### src/rtl/gray_step_decoder.sv
// Gray-code step decoder.
// Synchronizes an asynchronous Gray input and decodes it to binary.
// Each clock compares the new value with the last accepted one.
// Outputs are registered: a one-cycle up, down or error pulse, plus a
// wrapping position count.
module gray_step_decoder #(
  parameter int GRAYWIDTH = 3,
  parameter int POSWIDTH  = 8
) (
  input  logic                 clk,
  input  logic                 rst,
  input  logic                 enable,
  input  logic [GRAYWIDTH-1:0] gray_in,
  output logic [GRAYWIDTH-1:0] bin,
  output logic                 step_up,
  output logic                 step_down,
  output logic                 step_err,
  output logic [POSWIDTH-1:0]  position
);

  typedef enum logic {PRIME, TRACK} state_t;

  // Transition class of the current sample against bin_q.
  typedef struct packed {
    logic up;
    logic down;
    logic err;
  } step_t;

  logic [GRAYWIDTH-1:0] sync1, sync2;
  logic [GRAYWIDTH-1:0] b_now;
  logic [GRAYWIDTH-1:0] bin_q;
  logic [GRAYWIDTH-1:0] delta;
  logic [1:0]           prime_cnt;
  state_t               state;
  step_t                cls;

  // Two-flop synchronizer on the asynchronous Gray input.
  always_ff @(posedge clk or posedge rst) begin
    if (rst) begin
      sync1 <= '0;
      sync2 <= '0;
    end else begin
      sync1 <= gray_in;
      sync2 <= sync1;
    end
  end

  // Gray to binary: each binary bit is the XOR of all Gray bits at or above it.
  always_comb begin
    logic acc;
    acc   = 1'b0;
    b_now = '0;
    for (int i = GRAYWIDTH - 1; i >= 0; i--) begin
      acc      = acc ^ sync2[i];
      b_now[i] = acc;
    end
  end

  // Classify the modular difference. A zero delta matches none of the classes.
  always_comb begin
    delta    = b_now - bin_q;
    cls.up   = (delta == GRAYWIDTH'(1));
    cls.down = (delta == {GRAYWIDTH{1'b1}});
    cls.err  = (delta != '0) && !cls.up && !cls.down;
  end

  // Prime/track FSM.
  // bin_q always follows the decoded input, so a gap in tracking never
  // produces a stale step. Pulses and position are updated only in TRACK
  // while enable is high.
  always_ff @(posedge clk or posedge rst) begin
    if (rst) begin
      state     <= PRIME;
      prime_cnt <= '0;
      bin_q     <= '0;
      step_up   <= 1'b0;
      step_down <= 1'b0;
      step_err  <= 1'b0;
      position  <= '0;
    end else begin
      bin_q     <= b_now;
      step_up   <= 1'b0;
      step_down <= 1'b0;
      step_err  <= 1'b0;
      case (state)
        PRIME: begin
          prime_cnt <= prime_cnt + 2'd1;
          if (prime_cnt == 2'd2) state <= TRACK;
        end
        TRACK: begin
          if (enable) begin
            step_up   <= cls.up;
            step_down <= cls.down;
            step_err  <= cls.err;
            if (cls.up)        position <= position + POSWIDTH'(1);
            else if (cls.down) position <= position - POSWIDTH'(1);
          end
        end
        default: state <= PRIME;
      endcase
    end
  end

  assign bin = bin_q;

endmodule

### config.mk
export PLATFORM = sky130hd
export DESIGN_NAME = gray_step_decoder
export DESIGN_NICKNAME = d
export VERILOG_FILES = /design/src/rtl/gray_step_decoder.sv
export SDC_FILE = /design/constraint.sdc
export NUM_CORES = 1
export LEC_CHECK = 0
export CORE_ASPECT_RATIO = 0.9
export CORE_MARGIN = 1
export CORE_UTILIZATION = 45
export CTS_CLUSTER_SIZE = 8
export DETAILED_ROUTE_END_ITERATION = 10
export GPL_TIMING_DRIVEN = 0
export PLACE_DENSITY_LB_ADDON = 0.1
export SYNTH_ARGS = -nofsm -noshare
export SYNTH_HDL_FRONTEND = slang
export SYNTH_SLANG_ARGS = --single-unit
### constraint.sdc
create_clock -name clk -period 8.38 [get_ports clk]
set_clock_uncertainty 0.15 [all_clocks]
set_input_delay 2.095 -clock clk [delete_from_list [all_inputs] [get_ports clk]]
set_output_delay 2.095 -clock clk [all_outputs]
set_load 0.005 [all_outputs]
==> flow_metrics.env <==
export IMPL_crit_family="adder cells"
export IMPL_met3_usage_pct=6.92
export IMPL_antenna_found_initial=0
export IMPL_slew_viol_final=0
export IMPL_grt_pass1_wl_um=3040
export IMPL_dpl_cell_area_mm2=0.00132
export IMPL_worstSetupEndpointType="register"
export IMPL_cap_viol_max_count=0
export IMPL_yosysTopAreaCell="dfrtp_1"
export IMPL_wl_per_cell_um=13.1
export IMPL_synth_simple_area_share_pct=5.96
export IMPL_avgSynthCellArea_um2=13.0
export IMPL_fmax_mhz=245
export IMPL_routabilityCongestion=0.761
export IMPL_cts_sinks=23
export IMPL_ir_worst_vdd_mv=0.244
export IMPL_syn_nets=100
export IMPL_post_route_min_period_ns=4.07
export IMPL_ant_nets=0
export IMPL_grt_max_degree=24
export IMPL_drt_pass1_iter_count=2
export IMPL_seq_area_um2=576
export IMPL_cts_resized=0
export IMPL_ys_ff_latch=23
export IMPL_r2r_cells=13
export IMPL_cts_max_level=1
export IMPL_synth_top_family_by_area="adder cells"
export IMPL_hpwl_um=1330
export IMPL_synth_top_area_share_pct=52.7
export IMPL_vias=680
export IMPL_yosys_area_share_adder_pct=12.8
export IMPL_cpPeakStageDelay_ns=0.54
export IMPL_multiInputGateArea_um2=490
export IMPL_worstPathArrival_ns=4.13
export IMPL_synth_cell_types=25
export IMPL_syn_area_mm2=0.00109
export IMPL_yosysWarnings=0
export IMPL_hold_path_endpoint="sync2[1]"
export IMPL_design_die_area_mm2=0.00263
export IMPL_core_area_mm2=0.00224
export IMPL_start_util_pct=48.7
export IMPL_hold_start="sync1[1]"
export IMPL_timing_hold_ws_ns=0.197
export IMPL_drt_iter0_markers=5
export IMPL_r2r_end="position[6]"
export IMPL_cts_tree="done"
export IMPL_final_cell_count_no_fill=134
export IMPL_postCtsSetupRepairBufs=0
export IMPL_hold_depth=0
export IMPL_total_power_uw=456
export IMPL_wl_um=1750
export IMPL_worstReg2RegStart="sync2[2]"
export IMPL_powerDensity_mw_per_mm2=339
export IMPL_status="complete, no violations"
export IMPL_port_buffers=19
export IMPL_worstSetupPathType="register to register"
export IMPL_route_detailed_drc=0
export IMPL_dpl_cell_count=130
export IMPL_slew_headroom_pct=42.4
export IMPL_grt_setup_unrepaired="false"
export IMPL_cts_root_buf="clkbuf_4"
export IMPL_path_clk_slew_ns=0.13
export IMPL_yosys_area_share_xor_xnor_pct=10.2
export IMPL_crit_slowest_cell="or3_2"
export IMPL_ys_seq_area_share_pct=52.7
export IMPL_busiest_layer="met2"
export IMPL_dieHeight_um=48.7
export IMPL_use_met1_pct=20.6
export IMPL_critPathBufInv=1
export IMPL_cts_buffer_depth=2
export IMPL_synth_mux_area_share_pct=8.02
export IMPL_grt_pass1_vias=699
export IMPL_fillers=200
export IMPL_fin_crit_sh_pct=48.6
export IMPL_worst_path_max_fanout=7
export IMPL_totalNegativeSetupSlack_ns=0
export IMPL_fin_area_mm2=0.00134
export IMPL_synthToLayoutAreaGrowth_pct=23.0
export IMPL_diodes=0
export IMPL_synth_compound_area_share_pct=7.90
export IMPL_ys_top_cells_by_count="dfrtp_1 (23), ha_1 (8), xnor2_1 (7)"
export IMPL_gr_usage_all_layers_pct=16.9
export IMPL_synthArstFlopShare_pct=100
export IMPL_postSynthCellCount=84
export IMPL_hold_viol=0
export IMPL_synth_area_leaders="dfrtp_1 (53%), ha_1 (9.2%), mux2_2 (6.2%)"
export IMPL_vias_per_cell=5.07
export IMPL_yosys_cell_count_top_type="dfrtp_1"
export IMPL_die_w_um=53.9
export IMPL_cts_buffers=3
export IMPL_row_count=16
export IMPL_grtUsageMet2_pct=26.1
export IMPL_worstSkewPairLatency_ns=0.32
export IMPL_r2r_slack_ns=4.31
export IMPL_synth_edf_count=0
export IMPL_cp_required_ns=8.43
export IMPL_crit_chain="xor2_1 -> xnor2_1 -> ha_1 -> inv_1 -> fa_1 -> xnor3_2 -> or3_2 -> fa_1 -> a21o_1 -> a221o_1 -> a21oi_1 -> xnor2_1 -> mux2_2"
export IMPL_setup_viol_count_final=0
export IMPL_fin_nets=124
export IMPL_ios=20
export IMPL_ys_flop_type="dfrtp_1"
export IMPL_tightest_slew_ns=0.863
export IMPL_hold_class="register to register"
export IMPL_startpoint_type="register"
export IMPL_ctsHoldBuffers=0
export IMPL_drive_gt1_share_pct=15.0
export IMPL_leakage_uw=0.000612
export IMPL_grt_ovfl_total=0
[worst register-to-register path: cells and delay by family (launching register included)]
kind	cells	cell delay [ns]
buffers and inverters	1	0.05
adders and majority gates	3	0.99
AOI/OAI and AO/OA	3	0.72
DFF	1	0.42
muxes	1	0.25
xor gates and xnor gates	4	0.85
and+or+nand+nor	1	0.54
[power by group]
part / internal (µW) / switching [µW] / leakage (µW)
sequential: 137 / 20.4 / 0.000266
clock: 17.9 / 33.0 / 0.0000177
combinational: 139 / 109 / 0.000328
[cells by family (layout without fill, tap and decap cells)]
family / count (synthesis) / in the layout
flip-flops: 23 / 23
buffers and inverters: 7 / 30
multiplexers: 8 / 8
XOR/XNOR: 11 / 11
AO/OA/AOI/OAI: 12 / 12
adder cells (fa/ha/maj): 10 / 10
AND/OR/NAND/NOR: 13 / 13
[per-layer routing]
metal / vias up / part of all wire (%)
met4: 0 / 1.8
met1: 322 / 45
met3: 5 / 4.7
li1: 338 / -
met5: - / 0
met2: 15 / 48
[registers in the layout, indices dropped and copies added (netlist names)]
signal / cells
position: 8
prime_cnt: 2
step_up: 1
bin: 3
step_err: 1
state: 1
sync2: 3
sync1: 3
step_down: 1
[area by class of cell]
class / instances / area share [%]
clock inverters: 1 / 0.372
well taps: 27 / 2.51
repair buffers: 19 / 14.2
clock buffers: 3 / 1.68
inverters: 7 / 1.96
multi-input cells: 54 / 36.5
flip-flops and latches: 23 / 42.8
[layout by cell type, fill, tap and decap left out, types with 2 or more instances in the layout]
master           count
dfrtp_1             23
clkbuf_4             3
nor3_1               2
xor2_1               3
a21oi_1              5
mux2i_1              2
a21o_1               2
clkdlybuf4s50_1     19
mux2_2               6
xnor2_1              7
fa_1                 2
nor2_1               3
nand2_1              3
ha_1                 8
inv_1                6
[per-stage QoR]
step / utilization, % / setup WS [ns]
floorplan: - / 4.57
global placement: 58.7 / 4.37
finish: 59.9 / 4.31
CTS: 59.9 / 4.26
detailed placement: 58.7 / 4.28
global route: 59.9 / 4.07
[worst max path at each step]
stage,from,end,slack [ns],cells after the start
after floorplan,sync2[2],position[6],4.57,13
after global placement,sync2[2],position[6],4.37,13
after detailed placement,sync2[2],position[6],4.28,13
after CTS,sync2[2],position[6],4.26,13
after global routing,sync2[2],position[6],4.07,13
final,sync2[2],position[6],4.31,13
No activity file was read; power rests on OpenSTA's default activity.
